## src/rtl/instr_sequencer.sv

```systemverilog
// Instruction sequencer: fetches, decodes and steps each instruction through execute and
// writeback, gating the decoder's control word so registers are only written in writeback.
module instr_sequencer #(
  parameter int unsigned PC_W       = 8,
  parameter int unsigned MUL_CYCLES = 4
) (
  input  logic            clk_i,
  input  logic            rst_i,
  input  logic            start_i,
  input  logic            stop_i,
  input  logic [15:0]     mem_data_i,
  input  logic            mem_ready_i,
  input  logic [18:0]     cwin_i,
  output logic            mem_rd_o,
  output logic [PC_W-1:0] pc_o,
  output logic [13:0]     isout_o,
  output logic [18:0]     cwout_o,
  output logic            instr_done_o,
  output logic            halted_o,
  output logic            illegal_o
);

  typedef enum logic [2:0] {
    StIdle,
    StFetch,
    StWaitMem,
    StDecode,
    StExecute,
    StMulWait,
    StWriteback,
    StHalt
  } state_e;

  localparam logic [5:0]  MulOpcode = 6'b110101;
  // Execute takes one cycle, so MUL_WAIT runs MUL_CYCLES-1 cycles: counter MUL_CYCLES-2 .. 0.
  localparam logic [3:0]  MulLoad   = 4'(MUL_CYCLES - 2);
  localparam logic [15:0] HaltWord  = 16'hFFFF;

  state_e          state_q, state_d;
  logic [PC_W-1:0] pc_q, pc_d;
  logic [15:0]     ir_q, ir_d;
  logic [3:0]      cnt_q, cnt_d;
  logic            illegal_q, illegal_d;

  always_ff @(posedge clk_i) begin
    if (rst_i) begin
      state_q   <= StIdle;
      pc_q      <= '0;
      ir_q      <= '0;
      cnt_q     <= '0;
      illegal_q <= 1'b0;
    end else begin
      state_q   <= state_d;
      pc_q      <= pc_d;
      ir_q      <= ir_d;
      cnt_q     <= cnt_d;
      illegal_q <= illegal_d;
    end
  end

  // Next-state logic.
  always_comb begin
    state_d   = state_q;
    pc_d      = pc_q;
    ir_d      = ir_q;
    cnt_d     = cnt_q;
    illegal_d = illegal_q;

    unique case (state_q)
      StIdle: begin
        if (start_i) begin
          state_d = StFetch;
        end
      end
      StFetch: begin
        state_d = StWaitMem;
      end
      StWaitMem: begin
        if (mem_ready_i) begin
          ir_d    = mem_data_i;
          pc_d    = pc_q + PC_W'(1);
          state_d = StDecode;
        end
      end
      StDecode: begin
        if (ir_q[15:14] == 2'b01) begin
          state_d = StExecute;
        end else begin
          if (ir_q != HaltWord) begin
            illegal_d = 1'b1;
          end
          state_d = StHalt;
        end
      end
      StExecute: begin
        if (cwin_i[18:13] == MulOpcode) begin
          cnt_d   = MulLoad;
          state_d = StMulWait;
        end else begin
          state_d = StWriteback;
        end
      end
      StMulWait: begin
        if (cnt_q == 4'd0) begin
          state_d = StWriteback;
        end else begin
          cnt_d = cnt_q - 4'd1;
        end
      end
      StWriteback: begin
        state_d = stop_i ? StIdle : StFetch;
      end
      StHalt: begin
        state_d = StHalt;
      end
      default: begin
        state_d = StIdle;
      end
    endcase
  end

  // Moore outputs; the control word passes through combinationally but is gated by state.
  always_comb begin
    mem_rd_o     = 1'b0;
    cwout_o      = '0;
    instr_done_o = 1'b0;
    halted_o     = 1'b0;

    unique case (state_q)
      StFetch: begin
        mem_rd_o = 1'b1;
      end
      StExecute, StMulWait: begin
        cwout_o = {cwin_i[18:3], 1'b0, cwin_i[1:0]};
      end
      StWriteback: begin
        cwout_o      = cwin_i;
        instr_done_o = 1'b1;
      end
      StHalt: begin
        halted_o = 1'b1;
      end
      default: begin
        mem_rd_o = 1'b0;
      end
    endcase
  end

  assign pc_o      = pc_q;
  assign isout_o   = ir_q[13:0];
  assign illegal_o = illegal_q;

endmodule

```

## config.mk

```make
export PLATFORM = sky130hd
export DESIGN_NAME = instr_sequencer
export DESIGN_NICKNAME = d
export VERILOG_FILES = /design/src/rtl/instr_sequencer.sv
export SDC_FILE = /design/constraint.sdc
export NUM_CORES = 1
export LEC_CHECK = 0
export BUFFER_PORTS_ARGS = -buffer_cell sky130_fd_sc_hd__buf_2
export CAP_MARGIN = 20
export CORE_MARGIN = 2
export CORE_UTILIZATION = 49
export CTS_BUF_LIST = sky130_fd_sc_hd__clkbuf_8 sky130_fd_sc_hd__clkbuf_16
export DETAILED_ROUTE_END_ITERATION = 7
export GPL_ROUTABILITY_DRIVEN = 1
export PLACE_DENSITY_LB_ADDON = 0.05
export SLEW_MARGIN = 30
export SYNTH_ARGS = -nofsm -noshare
export SYNTH_HDL_FRONTEND = slang
export SYNTH_SLANG_ARGS = --single-unit
```

## constraint.sdc

```tcl
create_clock -name clk_i -period 1.91 [get_ports clk_i]
set_input_delay 0.0955 -clock clk_i [delete_from_list [all_inputs] [get_ports clk_i]]
set_output_delay 0.0955 -clock clk_i [all_outputs]
set_load 0.1 [all_outputs]
```

## Word-level counts from Yosys, hierarchy flattened

Index checks and enable logic that the tools add are counted.

| word-level totals | value |
|---|---|
| register bits | 32 |
| input port bits | 40 |
| output and inout bits | 45 |
| word-level logic and storage cells | 45 |

| operators by class | value |
|---|---|
| $add $sub $neg | 2 |
| equality and inequality tests | 15 |
| multiplexer cells | 14 |
| bitwise logic cells | 1 |
| reduce and logical (&&, ||, !) cells | 8 |

Operators with widths:

| kind | count |
|---|---|
| $pmux W19 S2 | 1 |
| $pmux W3 S8 | 1 |
| $ne A16 B16 Y1 const B | 1 |
| $eq A3 B3 Y1 const B | 4 |
| $ne A2 B2 Y1 const B | 5 |
| $mux W3 | 3 |
| $reduce_and A3 Y1 | 3 |
| $add A8 B1 Y8 const B | 1 |
| $mux W4 | 2 |
| $pmux W4 S2 | 1 |
| $eq A3 B2 Y1 const B | 2 |
| $eq A6 B6 Y1 const B | 1 |
| $logic_not A4 Y1 | 1 |
| $mux W1 | 4 |
| $mux W2 | 2 |
| $sub A4 B1 Y4 const B | 1 |
| $eq A3 B1 Y1 const B | 1 |
| $logic_not A3 Y1 | 1 |
| $eq A2 B1 Y1 const B | 1 |
| $reduce_and A2 Y1 | 1 |
| $reduce_bool A2 Y1 | 1 |
| $reduce_or A2 Y1 | 1 |
| $not A1 Y1 | 1 |

## Logic depth before layout (Yosys ltp)

| logic depth | value |
|---|---|
| depth in word-level cells | 3 |
| depth in mapped cells | 6 |
| gate-level depth less buffers | 5 |

## Worst setup path before layout

No wires, ideal clock.

| path | value |
|---|---|
| path type | reg2out |
| start | reg (tool-made name) |
| end | out mem_rd_o |
| data arrival time | 2.895 ns |
| required time | 1.814 ns |
| slack | -1.081 ns |
| cell stages (with the launch flop) | 4 |
| buffers on the path | 2 |
| path through | dfxtp_1 > buf_2 > clkbuf_1 > nor3b_1 |

RTL lines:

| element | line | source |
|---|---|---|
| end: declaration | 14 | `output logic mem_rd_o,` |

## Final worst setup path

| path | value |
|---|---|
| start | reg state_q[1] |
| end | out cwout_o[10] |

| on the way | value |
|---|---|
| word-level cells in the longest chain between the ends | 3 |
| elaborated cells between the ends (all ways) | 5 |
| classes of those cells | eq/ne (3); mux (1); reduce/logical (1) |

RTL lines:

| element | line | source |
|---|---|---|
| start: declaration | 39 | `state_e state_q, state_d;` |
| start signal: assignment | 47 | `state_q <= StIdle;` |
| start signal: assignment | 53 | `state_q <= state_d;` |
| $eq A3 B3 Y1 | 129 | `unique case (state_q)` |
| $reduce_or A2 Y1 | 129 |  |
| $pmux W19 S2 * | 129 |  |
| end: declaration | 17 | `output logic [18:0] cwout_o,` |

Mark *: on every way between the ends. The rest lies on a longest branch, timed or not.

==> summary.md <==
| Metric | Value |
|---|---|
| Total area of multi-input combinational cells | 888.4 sq um |
| Number of CTS-inserted buffers | 5 |
| Number of buffers inserted for hold repair after clock tree synthesis | 0 |
| Post-route cell area | 2163 sq um |
| Number of buffers added for setup after CTS | 0 |
| Number of placed instances with taps included | 313 |
| DP HPWL | 2754 um |
| Antenna violations before repair | 0 |
| Die height | 63.54 um |
| # fillers | 314 |
| Number of core rows | 21 |
| Register-to-register path setup slack | 0.39 ns |
| Clock latency reported for the late side of the worst-skew pair | 0.27 ns |
| Top Ports | 85 |
| Clk slew on worst S/H paths | 0.06 ns |
| Vias | 1591 |
| Signal arrival time at the worst endpoint | 1.69 ns |
| Number of DRC markers in iteration 0 | 76 |
| Maximum clock frequency | 558.6 MHz |
| Final setup skew | 0.005849 ns |
| Average cell area after synthesis | 8.390 sq um |
| Overall routing resource usage | 0.1935 |
| Largest net degree at the start of global routing | 33 |
| Slew margin rel. | 0.6150 |
| Crit path launch type | flip-flop |
| Number of buffers on the longest clock path | 2 |
| Via count of the first global-routing pass | 1457 |
| Final cell count without fillers | 320 |
| Starting utilization of the core area | 0.5164 |
| Final cycle utilization of the critical path | 0.9373 |
| # nets final | 317 |
| Proportion of layout cells with a drive suffix above 1 | 0.3905 |
| Final Slew Violations | 0 |
| Sequential cell area | 640.6 sq um |
| Synthesized netlist cell count | 207 |
| Post-synthesis sequential element count | 32 |
| Congestion Overflow GR | 0 |
| Tmin final | 1.790 ns |
| Clock tree from TritonCTS | built |
| Net count after synthesis | 250 |
| Wire length per cell | 11.65 um |
| Worst IR Drop VDD | 0.6025 mV |
| Iteration count of the initial detailed-routing pass | 4 |
| Endpoint kind of the worst setup timing path | output port |
| Tightest Pin Transition | 0.5775 ns |
| Total DRC errors in the routed layout | 0 |
| Max-cap violations | 0 |
| Wire length after detailed routing | 3727 um |
| Global-route wire length before repair | 6361 um |
| Number of library cell types mapped by synthesis | 41 |
| Count of yosys warnings during synthesis | 0 |
| Top fanout value on the critical path | 21 |
| Lkg Pwr | 1.093 nW |
| Unrepaired setup endpoints after global routing | false |
| Diodes inserted | 0 |
| GPL Wtd Cong | 0.7223 |
| Final number of setup-violating endpoints | 0 |
| Placed inst area | 2067 sq um |
| Port buffer count | 84 |
| Min-Delay Path Class | in2reg |
| Root Buffer | sky130_fd_sc_hd__clkbuf_8 |
| Netlist Area Pre-Place | 1737 sq um |
| Clock Sinks | 32 |
| Setup Crit Path Kind | reg2out |
| CTS resizes | 0 |
| Number of hold violations in the final report | 0 |
| Sequential fraction of the synthesis area | 0.3689 |
| Pwr dens | 908.2 nW/um^2 |
| Status | completed |
| Data required time of the critical path | 1.81 ns |
| Horizontal die dimension | 63.54 um |
| Number of H-tree branching levels | 2 |
| Number of antenna-violating nets in the routed design | 0 |
| Area Overhead vs Synth | 24.57% |
| Die footprint | 4037 sq um |
| Area of the core | 3363 sq um |
| Post-DR vias/cell | 4.972 |
## Yosys cell counts, drive strengths merged
library cell	number	area share
nand4bb	1	0.016
o31a	2	0.010
a211oi	4	0.020
a31oi	1	0.0036
or3	2	0.0072
nor2	9	0.019
ha	3	0.022
nand2	37	0.080
nor3b	1	0.0043
dfxtp	32	0.37
nor2b	2	0.0072
and4bb	1	0.0072
clkbuf	8	0.029
a22oi	1	0.0043
and2	1	0.0036
inv	4	0.0086
buf	20	0.086
nor3	6	0.033
nand3	2	0.0058
nand3b	2	0.016
xnor2	5	0.025
nor4bb	1	0.0058
o21ai	4	0.012
and3b	1	0.0050
xor2	3	0.015
nor4	1	0.0036
a41oi	1	0.0050
or2b	1	0.0050
and3	20	0.072
or4	1	0.0043
nand4	7	0.025
a21oi	21	0.063
nand2b	2	0.0072
## registers in the layout, summed over array words and instances, names as in the netlist, named ones only
signal and count:
state_q 2, cnt_q 4, ir_q 16, illegal_o 1, pc_o 8
## metal layers
layer	track usage	vias to the layer above	wire, um
met2	0.3158	47	1737
li1	-	830	-
met4	0.04891	0	36
met1	0.2517	710	1736
met5	0	-	0
met3	0.05357	4	217
## cell families after synthesis
| kind of cell | after synthesis | share of synthesized area |
|---|---|---|
| AOI/OAI and AO/OA | 34 | 0.1174 |
| xor gates and xnor gates | 8 | 0.04035 |
| adders and majority gates | 3 | 0.02162 |
| buffers and inverters | 32 | 0.1239 |
| DFF | 32 | 0.3689 |
| and+or+nand+nor | 98 | 0.3278 |
## through the flow
step	TNS, ns	setup WS (ns)	utilization	hold WS, ns	total power [mW]
after floorplan	-0.09562	-0.09562	-	0.2291	1.360
after global placement	0	0.4554	0.6146	0.3401	1.441
after detailed placement	0	0.3981	0.6146	0.3433	1.443
after CTS	0	0.1338	0.6432	0.04993	1.984
after global routing	0	0.02799	0.6432	0.05053	2.063
final	0	0.1198	0.6432	0.05671	1.965
## worst max-delay path: stages, from the launching register on
cell	delay [ns]
sky130_fd_sc_hd__dfxtp_1	0.35
sky130_fd_sc_hd__nand2_1	0.42
sky130_fd_sc_hd__and3_1	0.23
sky130_fd_sc_hd__buf_2	0.42
## cells in the final DEF (no fill, tap or decap), drive strengths merged, types with 3 or more instances in the layout
cell type / n
a211oi: 4
ha: 3
and3: 20
nand2: 37
dfxtp: 32
xor2: 3
xnor2: 5
nor3: 6
o21ai: 4
inv: 4
nor2: 9
a21oi: 21
clkbuf: 7
nand4: 7
buf: 88
## worst paths after layout
kind,end,depth (start not counted),startpoint
worst max register to register,cnt_q[2]$_SDFFE_PP0P_,5,flip-flop
worst min register to register,ir_q[6]$_SDFFE_PP0P_,2,ir_q[6]$_SDFFE_PP0P_
worst max-delay path,cwout_o[10],3,state_q[1]$_SDFFE_PP0P_
worst min-delay path,ir_q[10]$_SDFFE_PP0P_,3,mem_data_i[10]
## power by group
group          internal (mW)  switching [mW]  total, mW
Combinational          0.157           0.526      0.684
Clock                  0.320           0.218      0.538
Sequential             0.708          0.0345      0.743
## area by class of cell
| cell class | instances | area share |
|---|---|---|
| multi-input cells | 143 | 0.4106 |
| well taps | 46 | 0.02661 |
| flip-flops and latches | 32 | 0.2961 |
| repair buffers | 88 | 0.2152 |
| inverters | 4 | 0.006940 |
| clock buffers | 7 | 0.04453 |
No activity file was read; power rests on OpenSTA's default activity.
